File: config.mk
export PLATFORM = sky130hd
export DESIGN_NAME = pipeline_issue_scheduler
export DESIGN_NICKNAME = d
export VERILOG_FILES = /design/src/rtl/cu_pkg.sv /design/src/rtl/instr_decode.sv /design/src/rtl/pipeline_issue_scheduler.sv
export SDC_FILE = /design/constraint.sdc
export NUM_CORES = 1
export LEC_CHECK = 0
export CAP_MARGIN = 10
export CORE_ASPECT_RATIO = 1.1
export CORE_MARGIN = 4
export CORE_UTILIZATION = 30
export CTS_CLUSTER_DIAMETER = 40
export CTS_CLUSTER_SIZE = 10
export DETAILED_ROUTE_END_ITERATION = 12
export HOLD_SLACK_MARGIN = 0.1
export PLACE_DENSITY_LB_ADDON = 0.08
export SLEW_MARGIN = 20
export SYNTH_ARGS = -nofsm -noshare
export SYNTH_HDL_FRONTEND = slang
export SYNTH_SLANG_ARGS = --single-unit
File: constraint.sdc
create_clock -name CLOCK -period 1.95 [get_ports CLOCK]
set_input_delay 0.39 -clock CLOCK [delete_from_list [all_inputs] [get_ports CLOCK]]
set_output_delay 0.39 -clock CLOCK [all_outputs]
set_load 0.05 [all_outputs]
File: src/rtl/cu_pkg.sv
// Shared instruction-format constants, decode struct and pipeline stage records
// for the pipeline issue scheduler.
package cu_pkg;

    localparam int unsigned IW    = 16;
    localparam int unsigned RAW   = 3;
    localparam int unsigned SEL_W = 4;

    typedef enum logic [1:0] {
        OpLoad  = 2'b00,
        OpStore = 2'b01,
        OpMisc  = 2'b10,
        OpAlu   = 2'b11
    } op1_e;

    // Sub-codes carried in the Rs field when OP1 selects OpMisc
    localparam logic [2:0] Op2Li  = 3'b000;
    localparam logic [2:0] Op2Jmp = 3'b100;
    localparam logic [2:0] Op2Bcc = 3'b111;

    localparam logic [2:0] CondZ  = 3'b000;
    localparam logic [2:0] CondNz = 3'b001;
    localparam logic [2:0] CondC  = 3'b010;
    localparam logic [2:0] CondNc = 3'b011;

    typedef struct packed {
        logic             src1_vld;
        logic             src2_vld;
        logic             wr_en;
        logic             mem_rd;
        logic             mem_wr;
        logic             is_br;
        logic             is_jmp;
        logic [2:0]       cond;
        logic [SEL_W-1:0] alu_sel;
    } dec_t;

    typedef struct packed {
        logic             valid;
        logic             wr_en;
        logic             mem_rd;
        logic             mem_wr;
        logic             is_br;
        logic             is_jmp;
        logic [2:0]       cond;
        logic [SEL_W-1:0] alu_sel;
        logic [RAW-1:0]   rs;
        logic [RAW-1:0]   rd;
        logic [7:0]       tgt;
    } ex_stage_t;

    typedef struct packed {
        logic           wr_en;
        logic           mem_rd;
        logic           mem_wr;
        logic [RAW-1:0] rd;
    } mem_stage_t;

    typedef struct packed {
        logic           wr_en;
        logic [RAW-1:0] rd;
    } wb_stage_t;

    // flags = {C, Z}; unlisted condition codes are never taken
    function automatic logic cond_true(input logic [2:0] cond, input logic [1:0] flags);
        logic res;
        case (cond)
            CondZ:   res = flags[0];
            CondNz:  res = ~flags[0];
            CondC:   res = flags[1];
            CondNc:  res = ~flags[1];
            default: res = 1'b0;
        endcase
        return res;
    endfunction

endpackage

File: src/rtl/instr_decode.sv
// Combinational decoder: classifies an instruction into register-use, memory,
// branch and ALU-select controls.
module instr_decode
    import cu_pkg::*;
(
    input  logic [IW-1:0] instr,
    output dec_t          dec
);

    // Low immediate bits only matter to the datapath, not to control
    logic unused_low;
    assign unused_low = ^instr[3:0];

    always_comb begin
        dec = '0;
        unique case (op1_e'(instr[15:14]))
            OpAlu: begin
                dec.src1_vld = 1'b1;
                dec.src2_vld = 1'b1;
                dec.wr_en    = 1'b1;
                dec.alu_sel  = instr[7:4];
            end
            OpLoad: begin
                dec.src1_vld = 1'b1;
                dec.wr_en    = 1'b1;
                dec.mem_rd   = 1'b1;
            end
            OpStore: begin
                dec.src1_vld = 1'b1;
                dec.src2_vld = 1'b1;
                dec.mem_wr   = 1'b1;
            end
            OpMisc: begin
                case (instr[13:11])
                    Op2Li:  dec.wr_en = 1'b1;
                    Op2Jmp: begin
                        dec.is_br  = 1'b1;
                        dec.is_jmp = 1'b1;
                    end
                    Op2Bcc: begin
                        dec.is_br = 1'b1;
                        dec.cond  = instr[10:8];
                    end
                    default: ;
                endcase
            end
        endcase
    end

endmodule

File: src/rtl/pipeline_issue_scheduler.sv
// Issue scheduler: holds one instruction in ID, stalls on RAW hazards against EX/MEM,
// and resolves branches in EX with a one-cycle redirect that flushes ID.
module pipeline_issue_scheduler
    import cu_pkg::*;
(
    input  logic             CLOCK,
    input  logic             RESET,
    input  logic [IW-1:0]    IN_INSTR,
    input  logic             IN_VALID,
    output logic             IN_READY,
    input  logic [1:0]       FLAGS,
    output logic [SEL_W-1:0] S_ALU,
    output logic [RAW-1:0]   registerAddress1,
    output logic [RAW-1:0]   registerAddress2,
    output logic             EX_VALID,
    output logic             MEM_RD,
    output logic             MEM_WR,
    output logic             WB_EN,
    output logic [RAW-1:0]   WB_ADDR,
    output logic             BR_TAKEN,
    output logic [7:0]       BR_TARGET,
    output logic             STALL
);

    logic           id_valid_q, id_valid_d;
    logic [IW-1:0]  id_instr_q, id_instr_d;
    ex_stage_t      ex_q, ex_d;
    mem_stage_t     mem_q, mem_d;
    wb_stage_t      wb_q, wb_d;

    dec_t           id_dec;
    logic [RAW-1:0] id_rs, id_rd;
    logic           hazard, issue, accept, br_taken;

    assign id_rs = id_instr_q[13:11];
    assign id_rd = id_instr_q[10:8];

    instr_decode u_instr_decode (
        .instr (id_instr_q),
        .dec   (id_dec)
    );

    // WB is not compared: the register file is write-through to its read ports
    always_comb begin
        hazard = 1'b0;
        if (ex_q.wr_en && ((id_dec.src1_vld && id_rs == ex_q.rd) ||
                           (id_dec.src2_vld && id_rd == ex_q.rd))) begin
            hazard = 1'b1;
        end
        if (mem_q.wr_en && ((id_dec.src1_vld && id_rs == mem_q.rd) ||
                            (id_dec.src2_vld && id_rd == mem_q.rd))) begin
            hazard = 1'b1;
        end
    end

    assign br_taken = ex_q.is_br && (ex_q.is_jmp || cond_true(ex_q.cond, FLAGS));
    assign issue    = id_valid_q && !hazard && !br_taken;
    assign IN_READY = (!id_valid_q || issue) && !br_taken;
    assign accept   = IN_VALID && IN_READY;

    always_comb begin
        id_valid_d = id_valid_q;
        id_instr_d = id_instr_q;
        if (accept) begin
            id_valid_d = 1'b1;
            id_instr_d = IN_INSTR;
        end else if (issue || br_taken) begin
            id_valid_d = 1'b0;
        end

        // Bubbles are all-zero so downstream strobes need no separate valid
        ex_d = '0;
        if (issue) begin
            ex_d.valid   = 1'b1;
            ex_d.wr_en   = id_dec.wr_en;
            ex_d.mem_rd  = id_dec.mem_rd;
            ex_d.mem_wr  = id_dec.mem_wr;
            ex_d.is_br   = id_dec.is_br;
            ex_d.is_jmp  = id_dec.is_jmp;
            ex_d.cond    = id_dec.cond;
            ex_d.alu_sel = id_dec.alu_sel;
            ex_d.rs      = id_rs;
            ex_d.rd      = id_rd;
            ex_d.tgt     = id_instr_q[7:0];
        end

        mem_d.wr_en  = ex_q.wr_en;
        mem_d.mem_rd = ex_q.mem_rd;
        mem_d.mem_wr = ex_q.mem_wr;
        mem_d.rd     = ex_q.rd;

        wb_d.wr_en = mem_q.wr_en;
        wb_d.rd    = mem_q.rd;
    end

    always_ff @(posedge CLOCK or negedge RESET) begin
        if (!RESET) begin
            id_valid_q <= 1'b0;
            id_instr_q <= '0;
            ex_q       <= '0;
            mem_q      <= '0;
            wb_q       <= '0;
        end else begin
            id_valid_q <= id_valid_d;
            id_instr_q <= id_instr_d;
            ex_q       <= ex_d;
            mem_q      <= mem_d;
            wb_q       <= wb_d;
        end
    end

    assign S_ALU            = ex_q.alu_sel;
    assign registerAddress1 = ex_q.rs;
    assign registerAddress2 = ex_q.rd;
    assign EX_VALID         = ex_q.valid;
    assign MEM_RD           = mem_q.mem_rd;
    assign MEM_WR           = mem_q.mem_wr;
    assign WB_EN            = wb_q.wr_en;
    assign WB_ADDR          = wb_q.rd;
    assign BR_TAKEN         = br_taken;
    assign BR_TARGET        = br_taken ? ex_q.tgt : 8'h00;
    assign STALL            = id_valid_q && !issue;

endmodule

==> After elaboration in Yosys (flattened, before gate mapping) <==
Cells that the tools add are included.
{ "word_totals": {"mem_bits_ro": 0, "input_bits": 21, "latch_bits": 0, "ramBits": 0, "regBits": 54, "out_inout_bits": 28, "mem_count": 0, "elab_cells": 80} }
{ "classes": {"n_shift": 0, "n_eq_ne": 12, "div": 0, "n_bitwise": 2, "addsub": 0, "n_mux": 18, "n_reduce_logical": 29, "n_mul": 0, "magnitude_cmp": 0} }
{ "ops": {"columns": ["cell", "n"], "rows": [
  ["27-bit 2-to-1 mux", 1],
  ["3-bit == test", 4],
  ["1-bit logical AND", 12],
  ["1-bit 2-to-1 mux", 11],
  ["8-bit 2-to-1 mux", 1],
  ["3-bit by 2-bit == test with 1-bit output, second input constant", 2],
  ["3-bit == test, second input constant", 2],
  ["3-bit logical NOT", 2],
  ["2-bit OR reduction", 3],
  ["1-bit logical OR", 5],
  ["5-bit 2-to-1 mux", 1],
  ["2-bit == test, second input constant", 2],
  ["1-bit logical NOT", 4],
  ["4-bit 2-to-1 mux", 1],
  ["1-bit case mux with 4 select lines", 1],
  ["3-bit by 1-bit == test with 1-bit output, second input constant", 1],
  ["3-bit 2-to-1 mux", 1],
  ["3-bit OR reduction", 1],
  ["2-bit by 1-bit == test with 1-bit output, second input constant", 1],
  ["2-bit logical NOT", 1],
  ["1-bit NOT", 2],
  ["1-bit case mux with 2 select lines", 1],
  ["2-bit nonzero test", 1]
]} }

==> Logic depth before layout (Yosys ltp) <==
{ "depth": {"ltp_word": 15, "mapped_depth": 9} }

==> By module <==
From an unflattened synthesis, not the netlist that was laid out.
{ "unflattened": {"hier_cells": 173, "hier_area_um2": 2324.7} }
{ "modules_own_cells": {"columns": ["mod", "instances", "area_each_um2", "cells_each"], "rows": [
  ["pipeline_issue_scheduler", 1, 2154.6, 150],
  ["instr_decode", 1, 170.2, 23]
]} }

==> Worst setup path before layout <==
OpenSTA, ideal clock, no wires.
{ "synth_timing": {"path_kind": "input -> output", "from": "in FLAGS[1]", "to": "out BR_TARGET[0]", "required_time_ps": 1560, "arrival_ps": 2010, "stages": 5, "path_slack_ps": -450, "path_cell_list": "mux2i_1 -> xor2_1 -> o21ai_0 -> clkbuf_1 -> and2_1"} }
{ "synth_via": {"elab_chain_len": 5} }
{ "synth_rtl": {"columns": ["item", "line", "source"], "rows": [
  ["from (decl)", "pipeline_issue_scheduler.sv:11", "input logic [1:0] FLAGS,"],
  ["1-bit NOT", "cu_pkg.sv:71", "CondNc: res = ~flags[1];"],
  ["1-bit case mux with 4 select lines *", "cu_pkg.sv:67", "case (cond)"],
  ["1-bit logical OR *", "pipeline_issue_scheduler.sv:56", "assign br_taken = ex_q.is_br && (ex_q.is_jmp || cond_true(ex_q.cond, FLAGS));"],
  ["1-bit logical AND *", "pipeline_issue_scheduler.sv:56", null],
  ["via BR_TAKEN", "pipeline_issue_scheduler.sv:20", "output logic BR_TAKEN,"],
  ["8-bit 2-to-1 mux *", "pipeline_issue_scheduler.sv:121", "assign BR_TARGET = br_taken ? ex_q.tgt : 8'h00;"],
  ["to (decl)", "pipeline_issue_scheduler.sv:21", "output logic [7:0] BR_TARGET,"]
]} }
Mark *: on every way through the listed nets, which the timed path passes. The rest lies on a longest branch.

==> Worst setup path in the final report <==
{ "layout_timing": {"from": "reg id_instr_q[15]", "to": "out IN_READY"} }
{ "layout_via": {"elab_chain_len": 13, "word_cells_on_any_way": 22, "cone_classes": "2 x eq/ne; 4 x mux; 16 x reduce/logical"} }
{ "layout_rtl": {"columns": ["item", "line", "source"], "rows": [
  ["from (decl)", "pipeline_issue_scheduler.sv:26", "logic [IW-1:0] id_instr_q, id_instr_d;"],
  ["from (signal assigned)", "pipeline_issue_scheduler.sv:105", "id_instr_q <= id_instr_d;"],
  ["2-bit == test, or another cell as far along", "instr_decode.sv:16", "unique case (op1_e'(instr[15:14]))"],
  ["3-bit OR reduction (no source line) / 2-bit OR reduction (equally long branches)", null, null],
  ["1-bit 2-to-1 mux", "instr_decode.sv:16", null],
  ["1-bit logical AND, on equally long branches", "pipeline_issue_scheduler.sv:46, pipeline_issue_scheduler.sv:47", null],
  ["1-bit logical OR", "pipeline_issue_scheduler.sv:46", "if (ex_q.wr_en && ((id_dec.src1_vld && id_rs == ex_q.rd) ||"],
  ["1-bit logical AND", "pipeline_issue_scheduler.sv:46", null],
  ["1-bit 2-to-1 mux", "pipeline_issue_scheduler.sv:46", null],
  ["1-bit 2-to-1 mux *", "pipeline_issue_scheduler.sv:50", "if (mem_q.wr_en && ((id_dec.src1_vld && id_rs == mem_q.rd) ||"],
  ["1-bit logical NOT *", "pipeline_issue_scheduler.sv:57", "assign issue = id_valid_q && !hazard && !br_taken;"],
  ["1-bit logical AND * (2 in a row)", "pipeline_issue_scheduler.sv:57", null],
  ["1-bit logical OR *", "pipeline_issue_scheduler.sv:58", "assign IN_READY = (!id_valid_q || issue) && !br_taken;"],
  ["1-bit logical AND *", "pipeline_issue_scheduler.sv:58", null],
  ["to (decl)", "pipeline_issue_scheduler.sv:10", "output logic IN_READY,"]
]} }
Mark *: on every way between the ends. The rest lies on a longest branch, timed or not.

==> key figures <==
Run status
  • Outcome: finished with violations
  • Failing checks: negative setup slack

Global routing
  • GRT Max-Usage Layer: met2
  • First-pass GRT wire length: 8.27 mm
  • Met1 Resource Use GR: 15.3%
  • Total track usage: 11.5%
  • Routing usage on met3: 3.10%
  • Pin count of the biggest net entering global routing: 55
  • GR Overflow Total: 0
  • Met2 Use GR: 18.1%
  • Vias in the first global route: 1654
  • Initial antenna violation count: 0

Pwr
  • Clk pwr share: 22.2%
  • Pint: 2.20 mW
  • Net load switching power: 1.05 mW
  • Total Power: 3.25 mW
  • Pwr Density: 950 nW/um2
  • Switching share of power: 32.3%
  • Peak VDD IR: 0.000365 V
  • Cell leakage power: 1.58 nW
  • Logic gate share of total power: 34.2%
  • Seq pwr share: 43.6%

Worst setup path
  • Worst Setup Path Type: flop to output pin
  • Critical Path End Type: output pin
  • Crit start category: flop
  • Critical path data required time: 1560 ps
  • Peak fanout along the critical path: 4
  • Worst R2R Setup Slack: -100 ps
  • Worst EP arrival: 1840 ps

Floorplan
  • Die Ht: 99.2 um
  • Num rows: 33
  • Die Area: 9020 um2
  • Die W: 90.9 um
  • Initial Util: 30.7%
  • Boundary pin count: 49
  • Core Footprint: 7390 um2

Yosys
  • Post-synth EDFFs: 0
  • Sequential fraction of the synthesis area: 59.5%
  • Post-synth ARST share: 100%
  • Post-synthesis area per instance: 13.5 um2
  • Area leader, netlist: dfrtp_1
  • Most common cell in the synthesized netlist: dfrtp_1
  • Synth Instances: 168
  • Ys flop type: dfrtp_1
  • Top cells by area, synth: dfrtp_1 (60%), and2_1 (6.9%), mux2_4 (6.6%), xor2_1 (5.0%), buf_4 (3.3%)
  • #FFs+latches synth: 54
  • Top post-synthesis cells by count: dfrtp_1 (54), and2_1 (25), xor2_1 (13)
  • Syn nets: 194
  • Yosys cell types: 27
  • Post-Syn Area: 2270 um2
  • Yosys warning total: 0
  • Synth top area share: 59.5%

STA
  • Tightest Pin Transition: 663 ps
  • Setup ws final: -280 ps
  • RSZ-0062 raised after global routing: true
  • Fin Setup TNS: -2420 ps
  • Period minus WS final: 2230 ps
  • Fmax achieved: 0.448 GHz
  • Relative slew slack: 55.8%
  • Final setup vio count: 26
  • Hold Violations, Final: 0
  • Worst hold slack: 199 ps
  • Slew Viols, Final: 0
  • Clock skew: 6.65 ps
  • Final Cycle Share: 114%

Drt
  • DRT antenna net count: 0
  • Wire length per cell: 14.3 um
  • Pre-Repair DR Iteration Count: 4
  • DR DRC count: 0
  • Routed wire length: 4.74 mm
  • Vias per cell: 4.37
  • Vias: 1452
  • Initial DRC Count: 25

Cells and area
  • Layout Area Growth over Synthesis: 50.7%
  • Layout Utilization: 46.3%
  • Share of post-route cells with drive strength above 1: 43.3%
  • Final Cell Area: 3420 um2
  • Ant. Diodes: 0
  • Fill cells: 679
  • Fin nets: 270

Clocking
  • Hold Buf Count CTS: 0
  • Clk buf depth: 2
  • H-tree levels: 2
  • Clk slew on worst S/H paths: 90 ps
  • TritonCTS buffer count: 5
  • Clock root cell: clkbuf_8
  • CTS tree: yes
  • Clock latency on the worst-skew pair: 300 ps
  • CTS sink cnt: 54

Worst hold path
  • Hold Path Class: primary input to asynchronous set/reset pin

Placement
  • Port buffer count: 48
  • Area after DPL: 3070 um2
  • Final GP Congestion: 0.815
  • DP HPWL: 3.37 mm

Flow run
  • Max cap viols: 0
## critical path, stage by stage, from the launching register on
cell and delay (ps):
dfrtp_2 460, inv_2 90, ha_4 140, nor2_4 50
nor4_4 280, o211ai_2 140, and3b_2 230, buf_6 150
## placed cells by master, fill, tap and decap left out, types with 2 or more instances in the layout
master           synthesis  final
clkbuf_8                 0      5
nand4b_4                 1      2
and2_1                  25     16
o211ai_2                 2      2
dlygate4sd2_1            0      2
inv_1                    4      3
o21ai_2                  0      2
ha_1                     5      2
clkbuf_1                 1      2
mux2_4                  10     11
ha_4                     0      3
and3_1                   5      5
inv_2                    1      2
xor2_1                  13     13
nand2_1                  5      5
nor3_2                   0      2
buf_12                   1     12
mux2_2                   6      5
nor2_1                   3      2
dfrtp_1                 54     51
clkdlybuf4s50_1          0     28
and2_4                   0      9
nor3_1                   6      4
dfrtp_2                  0      3
buf_6                    0      6
nor4_4                   0      4
buf_4                   10     33
## power by group through the flow
stage | registers, mW | clock network (mW) | logic, mW
detailed placement | 1.43 | 0 | 0.985
global placement | 1.42 | 0 | 0.976
global route | 1.44 | 0.794 | 1.19
CTS | 1.42 | 0.752 | 1.11
finish | 1.42 | 0.723 | 1.11
floorplan | 1.50 | 0 | 0.535
## logic make-up after synthesis
kind of cell               share of synthesized area (%)
DFF                                                 59.5
muxes                                               10.0
buffers and inverters                               5.62
xor gates and xnor gates                            5.02
and+or+nand+nor                                     14.4
adders and majority gates                           2.76
AOI/OAI and AO/OA                                   2.59
## cell type report
type / count / area, um2 / area share (%)
Clock buffer: 7 / 76.3 / 2.23
Clock inverter: 1 / 30.0 / 0.878
Inverter: 5 / 18.8 / 0.549
Multi-Input combinational cell: 95 / 948 / 27.7
Sequential cell: 54 / 1360 / 39.6
Tap cell: 87 / 109 / 3.18
Timing Repair Buffer: 83 / 883 / 25.8
## registers in the layout, indices dropped and copies added, names as in the netlist
name	count
registerAddress2	3
S_ALU	4
WB_ADDR	3
MEM_RD	1
EX_VALID	1
id_valid_q	1
registerAddress1	3
id_instr_q	16
ex_q	16
MEM_WR	1
mem_q	4
WB_EN	1
## metal layers
| metal | share of wire (%) | up-vias |
|---|---|---|
| met5 | 0 | - |
| met2 | 49 | 32 |
| met3 | 4.5 | 5 |
| li1 | - | 695 |
| met1 | 45 | 720 |
| met4 | 1.4 | 0 |
## per-stage QoR
stage | cells | worst slack [ps]
after floorplan | 168 | 4.43
after global placement | 312 | -320
after detailed placement | 312 | -338
after CTS | 331 | -284
after global routing | 332 | -374
final | 332 | -280
## final timing paths
| check | from | end | depth (start not counted) |
|---|---|---|---|
| min in group CLOCK | ex_q[24] | MEM_RD | 0 |
| max in group asynchronous | RESET | id_instr_q[10] | 2 |
| max | id_instr_q[15] | IN_READY | 7 |
| max reg2reg | id_instr_q[15] | id_instr_q[6] | 9 |
| min reg2reg | ex_q[24] | MEM_RD | 0 |
| min | RESET | ex_q[3] | 2 |
## what timing repair did
item / 4_1_cts / 5_1_grt
resized for setup: 36 / 7
setup endpoints to repair: 52 / 31
cloned: 2 / 0
setup buffers: 9 / 3
pin swaps: 15 / 9
No activity file was read; power rests on OpenSTA's default activity.
